### config.mk
export PLATFORM = sky130hd
export DESIGN_NAME = register_file_2r1w
export DESIGN_NICKNAME = d
export VERILOG_FILES = /design/src/rtl/register_file_pkg.sv /design/src/rtl/register_file_2r1w_clear_seq.sv /design/src/rtl/register_file_2r1w.sv
export SDC_FILE = /design/constraint.sdc
export NUM_CORES = 1
export LEC_CHECK = 0
export BUFFER_PORTS_ARGS = -buffer_cell sky130_fd_sc_hd__buf_2
export CORE_AREA = 5 5 202 204
export CTS_CLUSTER_SIZE = 24
export DETAILED_ROUTE_END_ITERATION = 7
export DIE_AREA = 0 0 207 209
export SLEW_MARGIN = 20
export SYNTH_ARGS = -nofsm -noshare
export SYNTH_HDL_FRONTEND = slang
export SYNTH_HIERARCHICAL = 1
export SYNTH_SLANG_ARGS = --single-unit
export TNS_END_PERCENT = 20
### constraint.sdc
create_clock -name clk_i -period 3.6 [get_ports clk_i]
set_input_delay 0.36 -clock clk_i [delete_from_list [all_inputs] [get_ports clk_i]]
set_output_delay 0.36 -clock clk_i [all_outputs]
set_load 0.05 [all_outputs]
### src/rtl/register_file_pkg.sv
// Shared types and helpers for the 2-read/1-write register file and its clear sequencer.
package register_file_pkg;

    typedef enum logic [0:0] {
        RF_IDLE  = 1'b0,
        RF_CLEAR = 1'b1
    } rf_state_e;

    function automatic int rf_num_bytes(input int width);
        return width / 8;
    endfunction

endpackage

### src/rtl/register_file_2r1w_clear_seq.sv
// Bulk-clear sequencer: walks every entry once, ascending, and owns the array write port while busy.
module rf_clear_seq
    import register_file_pkg::*;
#(
    parameter int Depth = 5
) (
    input  logic             clk_i,
    input  logic             rst_i,
    input  logic             clear_i,
    output logic             busy_o,
    output logic             clr_we_o,
    output logic [Depth-1:0] clr_addr_o
);

    rf_state_e        state_q, state_d;
    logic [Depth-1:0] cnt_q, cnt_d;

    always_comb begin
        state_d    = state_q;
        cnt_d      = cnt_q;
        busy_o     = 1'b0;
        clr_we_o   = 1'b0;
        clr_addr_o = cnt_q;
        case (state_q)
            RF_IDLE: begin
                if (clear_i) begin
                    state_d = RF_CLEAR;
                    cnt_d   = '0;
                end
            end
            RF_CLEAR: begin
                // clear_i is deliberately not looked at here so a pulse cannot restart the walk
                busy_o   = 1'b1;
                clr_we_o = 1'b1;
                cnt_d    = cnt_q + Depth'(1);
                if (cnt_q == '1) begin
                    state_d = RF_IDLE;
                end
            end
            default: begin
                state_d = RF_CLEAR;
                cnt_d   = '0;
            end
        endcase
    end

    always_ff @(posedge clk_i) begin
        if (rst_i) begin
            state_q <= RF_CLEAR;
            cnt_q   <= '0;
        end else begin
            state_q <= state_d;
            cnt_q   <= cnt_d;
        end
    end

endmodule

### src/rtl/register_file_2r1w.sv
// Register file, 2**Depth x Width, one byte-enabled write port, two registered read ports with
// write-first bypass; contents are defined by the hardware clear sequence after reset.
module register_file_2r1w
    import register_file_pkg::*;
#(
    parameter int              Width      = 8,
    parameter int              Depth      = 5,
    parameter logic [Width-1:0] ResetValue = '0
) (
    input  logic                           clk_i,
    input  logic                           rst_i,
    input  logic                           cs_ni,
    input  logic                           clear_i,
    output logic                           busy_o,
    input  logic                           we_i,
    input  logic [rf_num_bytes(Width)-1:0] wbe_i,
    input  logic [Depth-1:0]               waddr_i,
    input  logic [Width-1:0]               wdata_i,
    input  logic                           oe_a_i,
    input  logic [Depth-1:0]               raddr_a_i,
    output logic [Width-1:0]               rdata_a_o,
    output logic                           rvalid_a_o,
    input  logic                           oe_b_i,
    input  logic [Depth-1:0]               raddr_b_i,
    output logic [Width-1:0]               rdata_b_o,
    output logic                           rvalid_b_o
);

    localparam int NumBytes = rf_num_bytes(Width);
    localparam int Entries  = 2 ** Depth;

    if (Width % 8 != 0) begin : g_width_check
        $error("register_file_2r1w: Width must be a multiple of 8");
    end

    logic             busy;
    logic             clr_we;
    logic [Depth-1:0] clr_addr;

    rf_clear_seq #(
        .Depth(Depth)
    ) u_clear_seq (
        .clk_i      (clk_i),
        .rst_i      (rst_i),
        .clear_i    (clear_i),
        .busy_o     (busy),
        .clr_we_o   (clr_we),
        .clr_addr_o (clr_addr)
    );

    assign busy_o = busy;

    logic [Width-1:0] mem_q [Entries];

    logic             user_we;
    logic             rd_a_acc, rd_b_acc;
    logic [Width-1:0] merged;
    logic             arr_we;
    logic [Depth-1:0] arr_addr;
    logic [Width-1:0] arr_wdata;
    logic [Width-1:0] word_a, word_b;
    logic [Width-1:0] rdata_a_q, rdata_a_d, rdata_b_q, rdata_b_d;
    logic             rvalid_a_q, rvalid_a_d, rvalid_b_q, rvalid_b_d;

    always_comb begin
        user_we  = !rst_i && !busy && !cs_ni && we_i;
        rd_a_acc = !busy && !cs_ni && oe_a_i;
        rd_b_acc = !busy && !cs_ni && oe_b_i;

        merged = '0;
        for (int k = 0; k < NumBytes; k++) begin
            merged[8*k +: 8] = wbe_i[k] ? wdata_i[8*k +: 8] : mem_q[waddr_i][8*k +: 8];
        end

        // The sequencer and user writes are mutually exclusive because user_we requires !busy
        arr_we    = clr_we || user_we;
        arr_addr  = clr_we ? clr_addr : waddr_i;
        arr_wdata = clr_we ? ResetValue : merged;

        word_a = (user_we && (raddr_a_i == waddr_i)) ? merged : mem_q[raddr_a_i];
        word_b = (user_we && (raddr_b_i == waddr_i)) ? merged : mem_q[raddr_b_i];

        rdata_a_d  = rd_a_acc ? word_a : rdata_a_q;
        rdata_b_d  = rd_b_acc ? word_b : rdata_b_q;
        rvalid_a_d = rd_a_acc;
        rvalid_b_d = rd_b_acc;
    end

    always_ff @(posedge clk_i) begin
        if (arr_we) begin
            mem_q[arr_addr] <= arr_wdata;
        end
    end

    always_ff @(posedge clk_i) begin
        if (rst_i) begin
            rdata_a_q  <= '0;
            rdata_b_q  <= '0;
            rvalid_a_q <= 1'b0;
            rvalid_b_q <= 1'b0;
        end else begin
            rdata_a_q  <= rdata_a_d;
            rdata_b_q  <= rdata_b_d;
            rvalid_a_q <= rvalid_a_d;
            rvalid_b_q <= rvalid_b_d;
        end
    end

    assign rdata_a_o  = rdata_a_q;
    assign rdata_b_o  = rdata_b_q;
    assign rvalid_a_o = rvalid_a_q;
    assign rvalid_b_o = rvalid_b_q;

endmodule

## Word-level counts from Yosys, hierarchy flattened

Memories as Yosys holds them, arrays and structs flattened. A register that Yosys moved wholly into a read port is not among the register bits.
Index checks and enable logic that the tools add are counted.

| cells by class | value |
|---|---|
| add/sub/neg operators | 1 |
| eq/ne operators | 2 |
| multiplexer cells | 11 |
| bitwise operators | 1 |
| reduce and logical (&&, ||, !) cells | 10 |

Operators by type and width:

| kind | number |
|---|---|
| two-way mux 8 bit | 2 |
| two-way mux 5 bit | 2 |
| one-hot mux 5 bit (2 select lines) | 1 |
| logical AND 1 bit | 6 |
| adder 5 x 1 -> 5 bit (second input constant) | 1 |
| equality test 5 bit (second input constant) | 1 |
| two-way mux 1 bit | 5 |
| logical NOT 1 bit | 3 |
| != test 2 bit (second input constant) | 1 |
| one-hot mux 1 bit (2 select lines) | 1 |
| logical OR 1 bit | 1 |
| inverter 1 bit | 1 |

| word-level totals | value |
|---|---|
| bits in registers | 8 |
| memory bits (writable) | 256 |
| bits of input ports | 31 |
| output and inout bits | 19 |
| word-level logic and storage cells | 30 |
| memories | 1 |

Memory list:

| name | words | width | read ports | clocked after memory_dff | wr ports | line | RTL |
|---|---|---|---|---|---|---|---|
| mem_q | 32 | 8 | 3 | 2 | 1 | register_file_2r1w.sv:53 | `logic [Width-1:0] mem_q [Entries];` |

## Longest topological paths before layout

| depth | value |
|---|---|
| depth after elaboration | 8 |
| gate-level depth with buffers | 9 |
| mapped depth without buffers | 6 |

## Modules after synthesis

Netlist, hierarchy kept.

By module, submodules not included:

| module | instances | cells an instance | area an instance (um2) | sequential area each (um2) |
|---|---|---|---|---|
| register_file_2r1w | 1 | 946 | 14,996.9 | 8,047.7 |
| rf_clear_seq | 1 | 31 | 291.5 | 120.1 |

## Least setup slack after synthesis

No wires, ideal clock.

| timing | value |
|---|---|
| path kind | input to register |
| from | input waddr_i[2] |
| to | memory mem_q[0][6] (data pin) |
| library setup time | 0.377 ns |
| arrival | 2.853 ns |
| data required time | 3.223 ns |
| setup slack | 0.370 ns |
| stages | 9 |
| path buffers | 4 |
| cells stage by stage | buf_2 > and2_1 > clkbuf_1 > buf_2 > clkbuf_1 > a221oi_1 > o22ai_1 > or4_1 > a21oi_1 |

| between the ends | value |
|---|---|
| longest elaborated chain between the ends | 3 |

Ends and longest elaborated chain:

| item | line | RTL |
|---|---|---|
| start: declaration | register_file_2r1w.sv:17 | `input logic [Depth-1:0] waddr_i,` |
| memory read (32 x 8 bit) | -- |  |
| two-way mux 8 bit | register_file_2r1w.sv:72 | `merged[8*k +: 8] = wbe_i[k] ? wdata_i[8*k +: 8] : mem_q[waddr_i][8*k +: 8];` |
| two-way mux 8 bit | register_file_2r1w.sv:78 | `arr_wdata = clr_we ? ResetValue : merged;` |
| net arr_wdata[6] | register_file_2r1w.sv:60 | `logic [Width-1:0] arr_wdata;` |
| end: declaration | register_file_2r1w.sv:53 |  |

The timed path passes the listed nets, and every way through them passes these cells.

## Worst setup path after layout

| timing | value |
|---|---|
| from | register u_clear_seq.state_q |
| to | memory mem_q[30][4], enable pin |

| between the ends | value |
|---|---|
| longest elaborated chain between the ends | 8 |
| elaborated cells on any way between the ends | 9 |
| those cells by class | mux (4); reduce/logical (5) |

Ends and longest elaborated chain:

| item | line | RTL |
|---|---|---|
| start: declaration | register_file_2r1w_clear_seq.sv:15 | `rf_state_e state_q, state_d;` |
| start signal: assignment | register_file_2r1w_clear_seq.sv:52 | `state_q <= state_d;` |
| two-way mux 1 bit * | register_file_2r1w_clear_seq.sv:24 | `case (state_q)` |
| logical NOT 1 bit | register_file_2r1w.sv:66 | `user_we = !rst_i && !busy && !cs_ni && we_i;` |
| logical AND 1 bit (3 in a row) | register_file_2r1w.sv:66 |  |
| logical OR 1 bit | register_file_2r1w.sv:76 | `arr_we = clr_we \|\| user_we;` |
| two-way mux 1 bit | register_file_2r1w.sv:90 | `if (arr_we) begin` |
| two-way mux 1 bit (not written as such) | register_file_2r1w.sv:91 | `mem_q[arr_addr] <= arr_wdata;` |

Mark *: on every way between the ends. The rest lies on a longest branch, timed or not.

==> flow_summary.rst <==
.. list-table::
   :header-rows: 1

   * - Metric
     - Value
   * - Result of the run
     - finished clean
   * - Arrival time at the worst endpoint
     - 2.97 ns
   * - Leakage
     - 5.98 nW
   * - Maximum single-stage delay on the critical path
     - 1.02 ns
   * - Number of buffers inserted during clock tree synthesis
     - 29
   * - Maximum fanout encountered on the critical timing path
     - 12
   * - Cell breakdown of the critical path
     - nor4b_4 -> and2_1 -> a32oi_1 -> nor2_1
   * - Cell area reported after detailed placement
     - 16600 sq um
   * - Hold slack final
     - 0.0705 ns
   * - Global route total overflow
     - 0
   * - Number of library cell types mapped by synthesis
     - 44
   * - Antenna diode instance count
     - 0
   * - Worst R2R Path Depth
     - 4
   * - Final hold viol count
     - 0
   * - Number of DRC violations after detailed-routing iteration 0
     - 1104
   * - Category of the critical setup timing path
     - reg -> reg
   * - Share of layout cells above drive strength 1
     - 0.314
   * - Initial standard-cell utilization of the core
     - 0.391
   * - Placer congestion estimate
     - 0.889
   * - Share of the core filled with cells
     - 0.448
   * - Net count, final
     - 1090
   * - Max-cap viol count
     - 0
   * - Post-detailed-route via-to-cell ratio
     - 6.54
   * - Vert. Die Dim
     - 209 um
   * - Largest net degree at the start of global routing
     - 51
   * - Share of async-settable or async-resettable flops after synthesis
     - 0
   * - Sum Neg Setup Slack
     - 0 ns
   * - Fmax
     - 357 MHz
   * - I/O Pins
     - 50
   * - Post-synth EDFFs
     - 256
   * - Reg-to-reg critical path startpoint
     - u_clear_seq/state_q$_SDFF_PP1_
   * - Post-CTS Setup Inserts
     - 0
   * - Placeable core region
     - 39100 sq um
   * - Final ANT Viol Nets
     - 0
   * - Initial antenna violation count
     - 0
   * - # resized after CTS
     - 0
   * - Placed cell count
     - 1551
   * - Chip Width
     - 207 um
   * - Non-filler instance count after layout
     - 1603
   * - Half-perimeter wire length after placement
     - 32900 um
   * - Synthesis warning total
     - 6
   * - Number of DRC violations after detailed routing
     - 0
   * - Post-layout worst setup margin
     - 0.795 ns
   * - Number of sinks handled by clock tree synthesis
     - 280
   * - Synth Cell Area
     - 15300 sq um
   * - Min-Delay Startpoint
     - oe_a_i
   * - Total wire length
     - 50200 um
   * - Unrepaired setup endpoints after global routing
     - false
   * - Count of mapped cells out of synthesis
     - 977
   * - Most frequent standard cell in the layout excluding fill and tap cells
     - edfxtp_1
   * - Reg2Reg Capture Point
     - mem_q[30][4]$_DFFE_PP_
   * - Later-pin clock latency in the skew report
     - 0.56 ns
   * - Most used cells in the layout excluding fill and tap cells
     - edfxtp_1, mux4_2, mux2i_1
   * - Wire length of the first global-routing pass
     - 72700 um
   * - Clock transition at the registers of the reported paths
     - 0.06 ns
   * - Max Transition Viols Final
     - 0
   * - Data required time of the worst path
     - 3.76 ns
   * - Maximum count of clock buffers along a single path
     - 3
   * - WP buf/inv
     - 0
   * - Worst max-slew margin expressed relative to the limit
     - 0.183
   * - Die Area
     - 43300 sq um
   * - Family with the most delay on the worst path
     - simple AND/OR/NAND/NOR gates
   * - Area growth from synthesis to final layout
     - 14.5%
   * - TritonCTS clock tree
     - done
   * - Layout Skew
     - 0.0204 ns
   * - First-pass detailed-route iteration total
     - 5
   * - Root buffer cell
     - clkbuf_16
   * - Total number of vias
     - 10476
   * - Synthesis-stage register bit count
     - 280
   * - Count of cells along the worst hold path
     - 3
   * - Average instance area after synthesis
     - 15.6 sq um
   * - Total power draw
     - 7.35 mW
   * - Final Cell Area
     - 17500 sq um
   * - Syn Nets
     - 1010
   * - Clock H-tree levels
     - 1
   * - Setup slack at placement
     - 0.365 ns
   * - Post-synthesis sequential area ratio
     - 0.534
   * - Final period demand of the worst path
     - 2.80 ns
   * - Wire per inst
     - 31.3 um
   * - Slowest-stage cell, CP
     - nor2_1
   * - Element type at the critical path start
     - flip-flop
   * - Hold-fix buffers, CTS
     - 0
   * - Vias in the first global route
     - 10478
   * - Power density normalized to cell area
     - 420 nW/um^2
   * - Final setup violation count
     - 0
   * - Capturing element type of the critical path
     - flip-flop
   * - Type of the worst min-delay path
     - in -> reg
   * - Placement Rows
     - 73
   * - Setup slack on the worst flop-to-flop path
     - 0.80 ns
   * - Max VDD drop
     - 0.296 mV
   * - Slew at the pin closest to its max-slew limit
     - 1.22 ns
   * - Count of input and output buffers
     - 49
   * - Share of the clock period used by the worst path after layout
     - 0.779
   * - End point of the worst hold path
     - rvalid_a_o$_SDFF_PP0_
   * - Total track usage
     - 0.225
   * - Primary flip-flop cell chosen by synthesis mapping
     - edfxtp_1
[worst max path at each step]
stage | from | end | slack, ns | cells after the start
floorplan | waddr_i[2] | mem_q[0][6]$_DFFE_PP_ | 0.37 | 9
global placement | waddr_i[0] | mem_q[30][0]$_DFFE_PP_ | 0.43 | 9
detailed placement | waddr_i[0] | mem_q[31][0]$_DFFE_PP_ | 0.37 | 9
CTS | u_clear_seq/state_q$_SDFF_PP1_ | mem_q[30][4]$_DFFE_PP_ | 0.86 | 4
global route | waddr_i[0] | mem_q[20][0]$_DFFE_PP_ | 0.77 | 9
finish | u_clear_seq/state_q$_SDFF_PP1_ | mem_q[30][4]$_DFFE_PP_ | 0.80 | 4
[worst reg2reg max path: cells and delay by family (launching register included)]
kind	cells	cell delay [ns]
AOI/OAI and AO/OA	1	0.20
DFF	1	0.49
and+or+nand+nor	3	1.71
[sequential cells by signal, indices dropped and copies added, names as in the netlist]
name,cells
rvalid_a_o,1
u_clear_seq/clr_addr_o,5
u_clear_seq/state_q,1
mem_q,256
rdata_b_o,8
rdata_a_o,8
rvalid_b_o,1
[cells by family after synthesis]
family                   count (synthesis)  share of synthesized area
adder cells (fa/ha/maj)                  2                    0.00164
flip-flops                             280                      0.534
multiplexers                           283                      0.303
buffers and inverters                   87                     0.0278
XOR/XNOR                                10                    0.00573
AO/OA/AOI/OAI                          176                     0.0832
AND/OR/NAND/NOR                        139                     0.0441
[report_power, final]
part / switching, mW / internal, mW
Combinational: 0.435 / 0.343
Clock: 1.24 / 1.77
Sequential: 0.0269 / 3.53
[cell type report]
class                           instances  area (sq um)
Timing Repair Buffer                  133           975
Sequential cell                       280          8170
Multi-Input combinational cell        610          6750
Clock buffer                           36           752
Inverter                                3          11.3
Fill cell                            3464         21600
Tap cell                              525           657
Clock inverter                         16           196
[metal layers]
metal	GRT usage	routed length [um]	share of wire	vias up
met2	0.354	23100	0.46	652
met4	0.0809	2070	0.041	0
met5	0	0	0	-
met3	0.0590	5600	0.11	133
li1	-	-	-	4271
met1	0.304	19400	0.39	5420
[cells in the mapped netlist (2+ instances only)]
cell / n / area share
a21oi_1: 29 / 0.0095
buf_4: 12 / 0.0059
xor2_1: 8 / 0.0046
or4_1: 8 / 0.0039
buf_1: 7 / 0.0017
a22o_1: 16 / 0.0092
buf_6: 3 / 0.0022
nor2b_1: 7 / 0.0029
a211o_1: 8 / 0.0046
nand2b_1: 2 / 0.00082
mux2i_1: 138 / 0.090
dfxtp_1: 24 / 0.031
a32oi_1: 2 / 0.0011
o22ai_1: 12 / 0.0049
nor2_1: 60 / 0.015
clkbuf_1: 39 / 0.0096
and2_1: 4 / 0.0016
xnor2_1: 2 / 0.0011
a221oi_1: 16 / 0.0092
nand3_1: 10 / 0.0033
ha_1: 2 / 0.0016
mux4_2: 144 / 0.21
or2_2: 2 / 0.00082
a311oi_1: 9 / 0.0052
buf_2: 22 / 0.0072
a22oi_1: 65 / 0.032
nand2_1: 33 / 0.0081
a31oi_1: 18 / 0.0074
inv_1: 3 / 0.00074
nor3b_1: 3 / 0.0015
edfxtp_1: 256 / 0.50
Power figures use the tool's default switching activity.
